`config.mk`:
```
export PLATFORM = sky130hd
export DESIGN_NAME = multiword_add_sequencer
export DESIGN_NICKNAME = d
export VERILOG_FILES = /design/src/rtl/add_pkg.sv /design/src/rtl/ripple_carry_adder.sv /design/src/rtl/multiword_add_sequencer.sv
export SDC_FILE = /design/constraint.sdc
export NUM_CORES = 1
export LEC_CHECK = 0
export BUFFER_PORTS_ARGS = -buffer_cell sky130_fd_sc_hd__buf_2
export CORE_MARGIN = 2
export CORE_UTILIZATION = 48
export CTS_CLUSTER_DIAMETER = 200
export DETAILED_ROUTE_END_ITERATION = 10
export PLACE_DENSITY_LB_ADDON = 0.12
export SLEW_MARGIN = 5
export SYNTH_ARGS = -nofsm -noshare
export SYNTH_HDL_FRONTEND = slang
export SYNTH_HIERARCHICAL = 1
export SYNTH_SLANG_ARGS = --single-unit
export TNS_END_PERCENT = 10
```
`constraint.sdc`:
```
create_clock -name clk -period 2.9 [get_ports clk]
set_input_delay 0.58 -clock clk [delete_from_list [all_inputs] [get_ports clk]]
set_output_delay 0.58 -clock clk [all_outputs]
set_load 0.01 [all_outputs]
```
`src/rtl/add_pkg.sv`:
```
// Shared definitions for the multi-word adder sequencer: slice width,
// controller states and an index-width helper.
package add_pkg;

    localparam int SLICE_W = 4;

    typedef enum logic [1:0] {
        IDLE = 2'd0,
        RUN  = 2'd1,
        DONE = 2'd2
    } state_t;

    // Bits needed to hold values 0..n-1, never less than one bit
    function automatic int clog2(input int n);
        int r;
        r = 0;
        for (int i = 0; i < 31; i++) begin
            if ((1 << i) < n) r = i + 1;
        end
        return (r < 1) ? 1 : r;
    endfunction

endpackage

```
`src/rtl/ripple_carry_adder.sv`:
```
// 4-bit ripple-carry adder shared by every slice of the wide addition.
module ripple_carry_adder
    import add_pkg::*;
(
    input  logic [SLICE_W-1:0] A,
    input  logic [SLICE_W-1:0] B,
    input  logic               C,
    output logic [SLICE_W-1:0] S,
    output logic               Cout
);

    logic carry;

    always_comb begin
        S     = '0;
        carry = C;
        for (int i = 0; i < SLICE_W; i++) begin
            S[i]  = A[i] ^ B[i] ^ carry;
            carry = (A[i] & B[i]) | (carry & (A[i] ^ B[i]));
        end
        Cout = carry;
    end

endmodule

```
`src/rtl/multiword_add_sequencer.sv`:
```
// Adds two WIDTH-bit operands one 4-bit slice per clock through a single
// ripple_carry_adder, carrying between slices only through carry_reg.
module multiword_add_sequencer
    import add_pkg::*;
#(
    parameter int WIDTH = 16
) (
    input  logic             clk,
    input  logic             rst_n,
    input  logic             in_valid,
    output logic             in_ready,
    input  logic [WIDTH-1:0] a,
    input  logic [WIDTH-1:0] b,
    input  logic             cin,
    output logic             out_valid,
    input  logic             out_ready,
    output logic [WIDTH-1:0] sum,
    output logic             cout,
    output logic             busy
);

    localparam int NSLICE = WIDTH / SLICE_W;
    localparam int IDX_W  = clog2(NSLICE);
    localparam logic [IDX_W-1:0] LAST = IDX_W'(NSLICE - 1);

    state_t state, next_state;

    logic [WIDTH-1:0]   a_reg, b_reg;
    logic               carry_reg;
    logic [IDX_W-1:0]   idx;
    logic [SLICE_W-1:0] slice_a, slice_b, slice_s;
    logic               slice_cout;

    assign slice_a = a_reg[SLICE_W*int'(idx) +: SLICE_W];
    assign slice_b = b_reg[SLICE_W*int'(idx) +: SLICE_W];

    ripple_carry_adder u_adder (
        .A    (slice_a),
        .B    (slice_b),
        .C    (carry_reg),
        .S    (slice_s),
        .Cout (slice_cout)
    );

    // Handshake outputs decode straight from state so reset drops them at once
    assign in_ready  = (state == IDLE);
    assign out_valid = (state == DONE);
    assign busy      = (state != IDLE);

    always_ff @(posedge clk or negedge rst_n) begin
        if (!rst_n) state <= IDLE;
        else        state <= next_state;
    end

    always_comb begin
        next_state = state;
        case (state)
            IDLE:    if (in_valid) next_state = RUN;
            RUN:     if (idx == LAST) next_state = DONE;
            DONE:    if (out_ready) next_state = IDLE;
            default: next_state = IDLE;
        endcase
    end

    always_ff @(posedge clk or negedge rst_n) begin
        if (!rst_n) begin
            a_reg     <= '0;
            b_reg     <= '0;
            carry_reg <= 1'b0;
            idx       <= '0;
            sum       <= '0;
            cout      <= 1'b0;
        end else begin
            case (state)
                IDLE: begin
                    if (in_valid) begin
                        a_reg     <= a;
                        b_reg     <= b;
                        carry_reg <= cin;
                        idx       <= '0;
                        sum       <= '0;
                    end
                end
                RUN: begin
                    sum[SLICE_W*int'(idx) +: SLICE_W] <= slice_s;
                    carry_reg <= slice_cout;
                    // Index parks on the top slice rather than wrapping
                    if (idx == LAST) cout <= slice_cout;
                    else             idx  <= idx + 1'b1;
                end
                default: ;
            endcase
        end
    end

endmodule

```
# --- Word-level counts from Yosys, hierarchy flattened ---
# Index checks and enable logic that the tools add are counted.
word_totals:
  reg_bits: 54
  input_bits: 37
  word_cells: 60
classes:
  n_mux: 12
  shifts: 4
  eq_ne: 7
  add_sub_neg: 2
  n_reduce_logical: 8
  bitwise_logic: 20
ops:
  columns: ["op", "count"]
  rows:
  - ["negation 4 -> 33 bit", 1]
  - ["variable shift 4 x 33 -> 16 bit (first input constant)", 1]
  - ["indexed part select 4 x 33 -> 16 bit", 1]
  - ["one-hot mux 16 bit (2 select lines)", 1]
  - ["indexed part select 16 x 5 -> 4 bit", 2]
  - ["bitwise mux 16 bit", 1]
  - ["two-way mux 16 bit", 1]
  - ["two-way mux 2 bit", 5]
  - ["bitwise AND 1 bit", 8]
  - ["bitwise XOR 1 bit", 8]
  - ["inequality test 2 bit (second input constant)", 3]
  - ["one-hot mux 2 bit (3 select lines)", 1]
  - ["AND reduction 2 bit", 3]
  - ["AND reduction 3 bit", 2]
  - ["== test 2 bit (second input constant)", 2]
  - ["bitwise OR 1 bit", 4]
  - ["one-hot mux 2 bit (2 select lines)", 1]
  - ["nonzero test 2 bit", 2]
  - ["adder 2 x 1 -> 2 bit (second input constant)", 1]
  - ["== test 2 x 1 -> 1 bit (second input constant)", 1]
  - ["zero test 2 bit", 1]
  - ["inequality test 2 x 1 -> 1 bit (second input constant)", 1]
  - ["one-hot mux 1 bit (2 select lines)", 1]
  - ["two-way mux 1 bit", 1]

# --- Logic depth before layout (Yosys ltp) ---
logic_depth:
  ltp_word: 12
  depth_mapped: 12

# --- By module ---
# Netlist, hierarchy kept.
modules_own_cells:
  columns: ["module", "area_per_inst_um2", "cells_per_inst", "instances"]
  rows:
  - ["multiword_add_sequencer", 2403.6, 162, 1]
  - ["ripple_carry_adder", 117.6, 14, 1]

# --- Least setup slack after synthesis ---
# OpenSTA, ideal clock, no wires.
synth_timing:
  kind: "reg2reg"
  startpoint: "register idx[0]"
  endpoint: "register sum[3]"
  path_buffers: 1
  arrival_time_ns: 2.952
  path_slack_ns: -0.117
  synth_period_minus_slack_ns: 3.017
  path_stages_with_launch: 12
  required_time_ns: 2.834
  cell_sequence: "dfrtp_1 -> buf_2 -> mux4_2 -> fa_1 -> inv_1 -> fa_1 -> inv_1 -> fa_1 -> inv_1 -> fa_1 -> inv_1 -> a22o_1"
synth_via:
  elab_chain_len: 12
  elab_cells_between_ends: 24
  cone_classes: "1 x add/sub; 4 x shift; 2 x mux; 17 x bitwise"
synth_rtl:
  columns: ["item", "line_no", "text"]
  rows:
  - ["from (decl)", "multiword_add_sequencer.sv:30", "logic [IDX_W-1:0] idx;"]
  - ["from (signal assigned)", "multiword_add_sequencer.sv:89", "else idx <= idx + 1'b1;"]
  - ["indexed part select 16 x 5 -> 4 bit *", "multiword_add_sequencer.sv:34", "assign slice_a = a_reg[SLICE_W*int'(idx) +: SLICE_W];"]
  - ["via slice_a[0]", "multiword_add_sequencer.sv:31", "logic [SLICE_W-1:0] slice_a, slice_b, slice_s;"]
  - ["bitwise XOR 1 bit", "ripple_carry_adder.sv:19", "carry = (A[i] & B[i]) | (carry & (A[i] ^ B[i]));"]
  - ["bitwise AND 1 bit", "ripple_carry_adder.sv:19", null]
  - ["bitwise OR 1 bit *", "ripple_carry_adder.sv:19", null]
  - ["bitwise AND 1 bit *", "ripple_carry_adder.sv:19", null]
  - ["bitwise OR 1 bit *", "ripple_carry_adder.sv:19", null]
  - ["bitwise AND 1 bit *", "ripple_carry_adder.sv:19", null]
  - ["bitwise OR 1 bit *", "ripple_carry_adder.sv:19", null]
  - ["bitwise XOR 1 bit *", "ripple_carry_adder.sv:18", "S[i] = A[i] ^ B[i] ^ carry;"]
  - ["via slice_s[3]", "multiword_add_sequencer.sv:31", null]
  - ["indexed part select 4 x 33 -> 16 bit *", "multiword_add_sequencer.sv:85", "sum[SLICE_W*int'(idx) +: SLICE_W] <= slice_s;"]
  - ["bitwise mux 16 bit *", "multiword_add_sequencer.sv:85", null]
  - ["one-hot mux 16 bit (2 select lines) *", "multiword_add_sequencer.sv:74", "case (state)"]
  - ["to (signal, indexed assignment)", "multiword_add_sequencer.sv:85", null]
  - ["to (decl)", "multiword_add_sequencer.sv:17", "output logic [WIDTH-1:0] sum,"]
# Mark *: on every way through the listed nets, which the timed path passes. The rest lies on a longest branch.
# A chain may end at the register's enable or synchronous reset.

# --- Worst setup path after layout ---
layout_timing:
  startpoint: "register idx[0]"
  endpoint: "register sum[15]"
# Same word-level chain as after synthesis.

==> reports/metrics.yaml <==
finish:
  final_layout_size_suffix_gt1_share_pct: 36.8
  diodes: 0
  areaGrowthSynthToFinish_pct: 18.9
  fin_nets: 285
logic_synthesis:
  synth-simple-area-share_pct: 5.06
  ys_ff_latch: 54
  synth.area.mux_share_pct: 22.3
  synthesis.nets: 223
  yosysSeqAreaShare_pct: 53.6
  netlist_area_um2: 2520
  yosysUniqueCellTypes: 26
  synth_xor_xnor_area_share_pct: 0
  synth_warnings: 6
  synth_top_family_by_area: "multiplexers"
  synth-compound-area-share_pct: 8.68
  syn_inst: 176
  synth.avg_cell_area_um2: 14.3
  synthAdderAreaFrac_pct: 6.15
flow_run:
  cap_violations: 0
drt:
  post-route-drc-count: 0
  dr_total_vias: 1604
  dr.pass1.iters: 4
  wl_um: 5120
  ant_nets: 0
  wl_per_cell_um: 16.6
  via_per_inst: 5.19
  first_iter_violations: 49
placement:
  hpwl_um: 3960
  gp_congestion: 0.814
  place_ws_ns: 0.0579
  port_buffers: 56
pwr:
  switchingPower_mw: 1.44
  p_seq_share_pct: 36.2
  powerDensity_nw_per_um2: 1230
  switching_share_pct: 39.0
  leakage_nw: 1.48
  power_frac_comb_pct: 50.3
  power_mw: 3.69
  irDropWorstVdd_v: 0.000517
  p_int_mw: 2.25
  clockPowerShare_pct: 13.5
global_routing:
  grt_max_degree: 41
  gr-usage-all-layers_pct: 19.0
  antenna_found_initial: 0
  overflow: 0
  grt_pass1_wl_um: 8640
  first_global_vias: 1784
floorplan:
  initial_utilization_pct: 49.7
  die_y_um: 76.5
  dieArea_um2: 5850
  core_area_um2: 5070
  rows: 26
  io_pins: 57
  die_w_um: 76.5
timing:
  worst_pin_slew_ns: 0.841
  finalCritPeriodShare_pct: 94.8
  fin_ws_ns: 0.152
  whs_ns: 0.368
  relSlewSlack_pct: 43.9
  hold_viol: 0
  min_period_ns: 2.75
  clock.fmax_ghz: 0.364
  drv_slew: 0
  final-setup-viol-count: 0
  tns_ns: 0
  skew_ns: 0.00497
  rsz0062_at_grt: "no"
min_path:
  hp-class: "primary input to async pin"
setup_path:
  slowest_delay_ns: 0.54
  rr_endpoint: "sum[15]$_DFFE_PN0P_"
  arrival_ns: 3.00
  cpMaxStageDelayCell: "mux4_2"
  ff2ff_path_depth: 10
  worst-setup-path-type: "register to register"
  worstPathMaxFanout: 4
  rrSetupSlack_ns: 0.15
  worstSetupEndpointType: "register"
  crit_chain: "mux4_2, fa_2, inv_1, fa_1, inv_1, fa_1, inv_1, fa_1, inv_2, a22o_1"
  cp.required_ns: 3.15
  start_kind: "register"
  r2r-start: "idx[0]$_DFFE_PN0P_"
clocking:
  clk_path_buf_depth: 2
  h-tree-depth: 2
  root_buffer: "clkbuf_8"
  cts_sinks: 54
  cts_buffers: 5
  tritoncts: "yes"
  ctsHoldBuffers: 0
  worstSkewPairLatency_ns: 0.31
  clkSlewWorstSetupHoldPaths_ns: 0.09
status:
  status: "completed"
==> layout make-up <==
type	count	area, um^2
clock buffer	5	68.8
clock inverter	3	40.0
fill	440	2080
inverter	13	48.8
multi-input combinational	101	1070
sequential	54	1350
tap	70	87.6
timing repair buffer	63	333
==> cell usage in the layout (no fill, tap or decap), types with 3 or more instances in the layout <==
cell type,netlist,routed
a21o_1,4,4
a22o_1,19,19
buf_2,3,56
buf_4,0,7
clkbuf_8,0,5
dfrtp_1,54,53
fa_1,4,3
ha_1,6,6
inv_1,12,11
mux2_1,30,30
mux2_2,4,4
mux4_2,8,8
nand2_1,8,8
nand2b_1,4,4
nor4_1,3,3
==> what timing repair did <==
| action | in CTS | in global routing |
|---|---|---|
| setup buffers | 0 | 1 |
| endpoints found under the setup margin | 0 | 6 |
| hold endpoints to repair | 0 | 0 |
| gates resized for setup | 0 | 2 |
==> cells in the mapped netlist, drive strengths merged <==
cell type  number  area (um^2)
nor2            1         3.75
or2             1         6.26
a22o           19          166
clkbuf          2         7.51
dfrtp          54         1350
nand2b          4         25.0
o21bai          1         7.51
ha              6         75.1
and2            1         6.26
inv            13         48.8
a21oi           2         10.0
mux2           34          383
nand2           8         30.0
fa              4         80.1
nor2b           1         6.26
buf             6         48.8
nand3b          1         7.51
and3b           1         8.76
mux4            8          180
nor4b           1         15.0
a21o            4         30.0
nor4            3         18.8
o21ai           1         5.00
==> power groups by stage <==
stage                     registers, mW  clock network, mW  logic (mW)
after detailed placement           1.36                  0        1.84
after global placement             1.32                  0        1.80
after CTS                          1.34              0.505        1.85
after global routing               1.39              0.535        2.04
after floorplan                    1.30                  0        1.33
final                              1.34              0.497        1.85
==> worst max path at each step <==
stage,start,endpoint,cells past startpoint
floorplan,idx[0]$_DFFE_PN0P_,sum[3]$_DFFE_PN0P_,11
global placement,idx[0]$_DFFE_PN0P_,sum[3]$_DFFE_PN0P_,10
detailed placement,idx[0]$_DFFE_PN0P_,sum[11]$_DFFE_PN0P_,10
CTS,idx[0]$_DFFE_PN0P_,sum[15]$_DFFE_PN0P_,10
global route,idx[0]$_DFFE_PN0P_,sum[7]$_DFFE_PN0P_,10
finish,idx[0]$_DFFE_PN0P_,sum[15]$_DFFE_PN0P_,10
==> per-layer routing <==
| layer | up-vias | GRT usage, % | share of wire [%] |
|---|---|---|---|
| met5 | - | 0 | 0 |
| met4 | 0 | 7.09 | 0.80 |
| met3 | 4 | 4.62 | 4.3 |
| met2 | 36 | 33.9 | 55 |
| met1 | 811 | 22.1 | 40 |
| li1 | 753 | - | - |
==> worst max-delay path: cells and delay by family (launching register included) <==
kind / cells / cell delay [ns]
adders and majority gates: 4 / 1.33
muxes: 1 / 0.54
buffers and inverters: 4 / 0.29
DFF: 1 / 0.41
AOI/OAI and AO/OA: 1 / 0.13
==> stage by stage <==
step | instances | util [%] | area (um^2)
floorplan | 176 | - | 2530
global placement | 300 | 56.7 | 2880
detailed placement | 300 | 56.7 | 2880
CTS | 308 | 58.9 | 2990
global route | 309 | 59.1 | 3000
finish | 309 | 59.1 | 3000
==> logic make-up after synthesis <==
family / after synthesis
buffers and inverters: 21
and+or+nand+nor: 22
adders and majority gates: 10
AOI/OAI and AO/OA: 27
DFF: 54
muxes: 42
No activity file was read; power rests on OpenSTA's default activity.
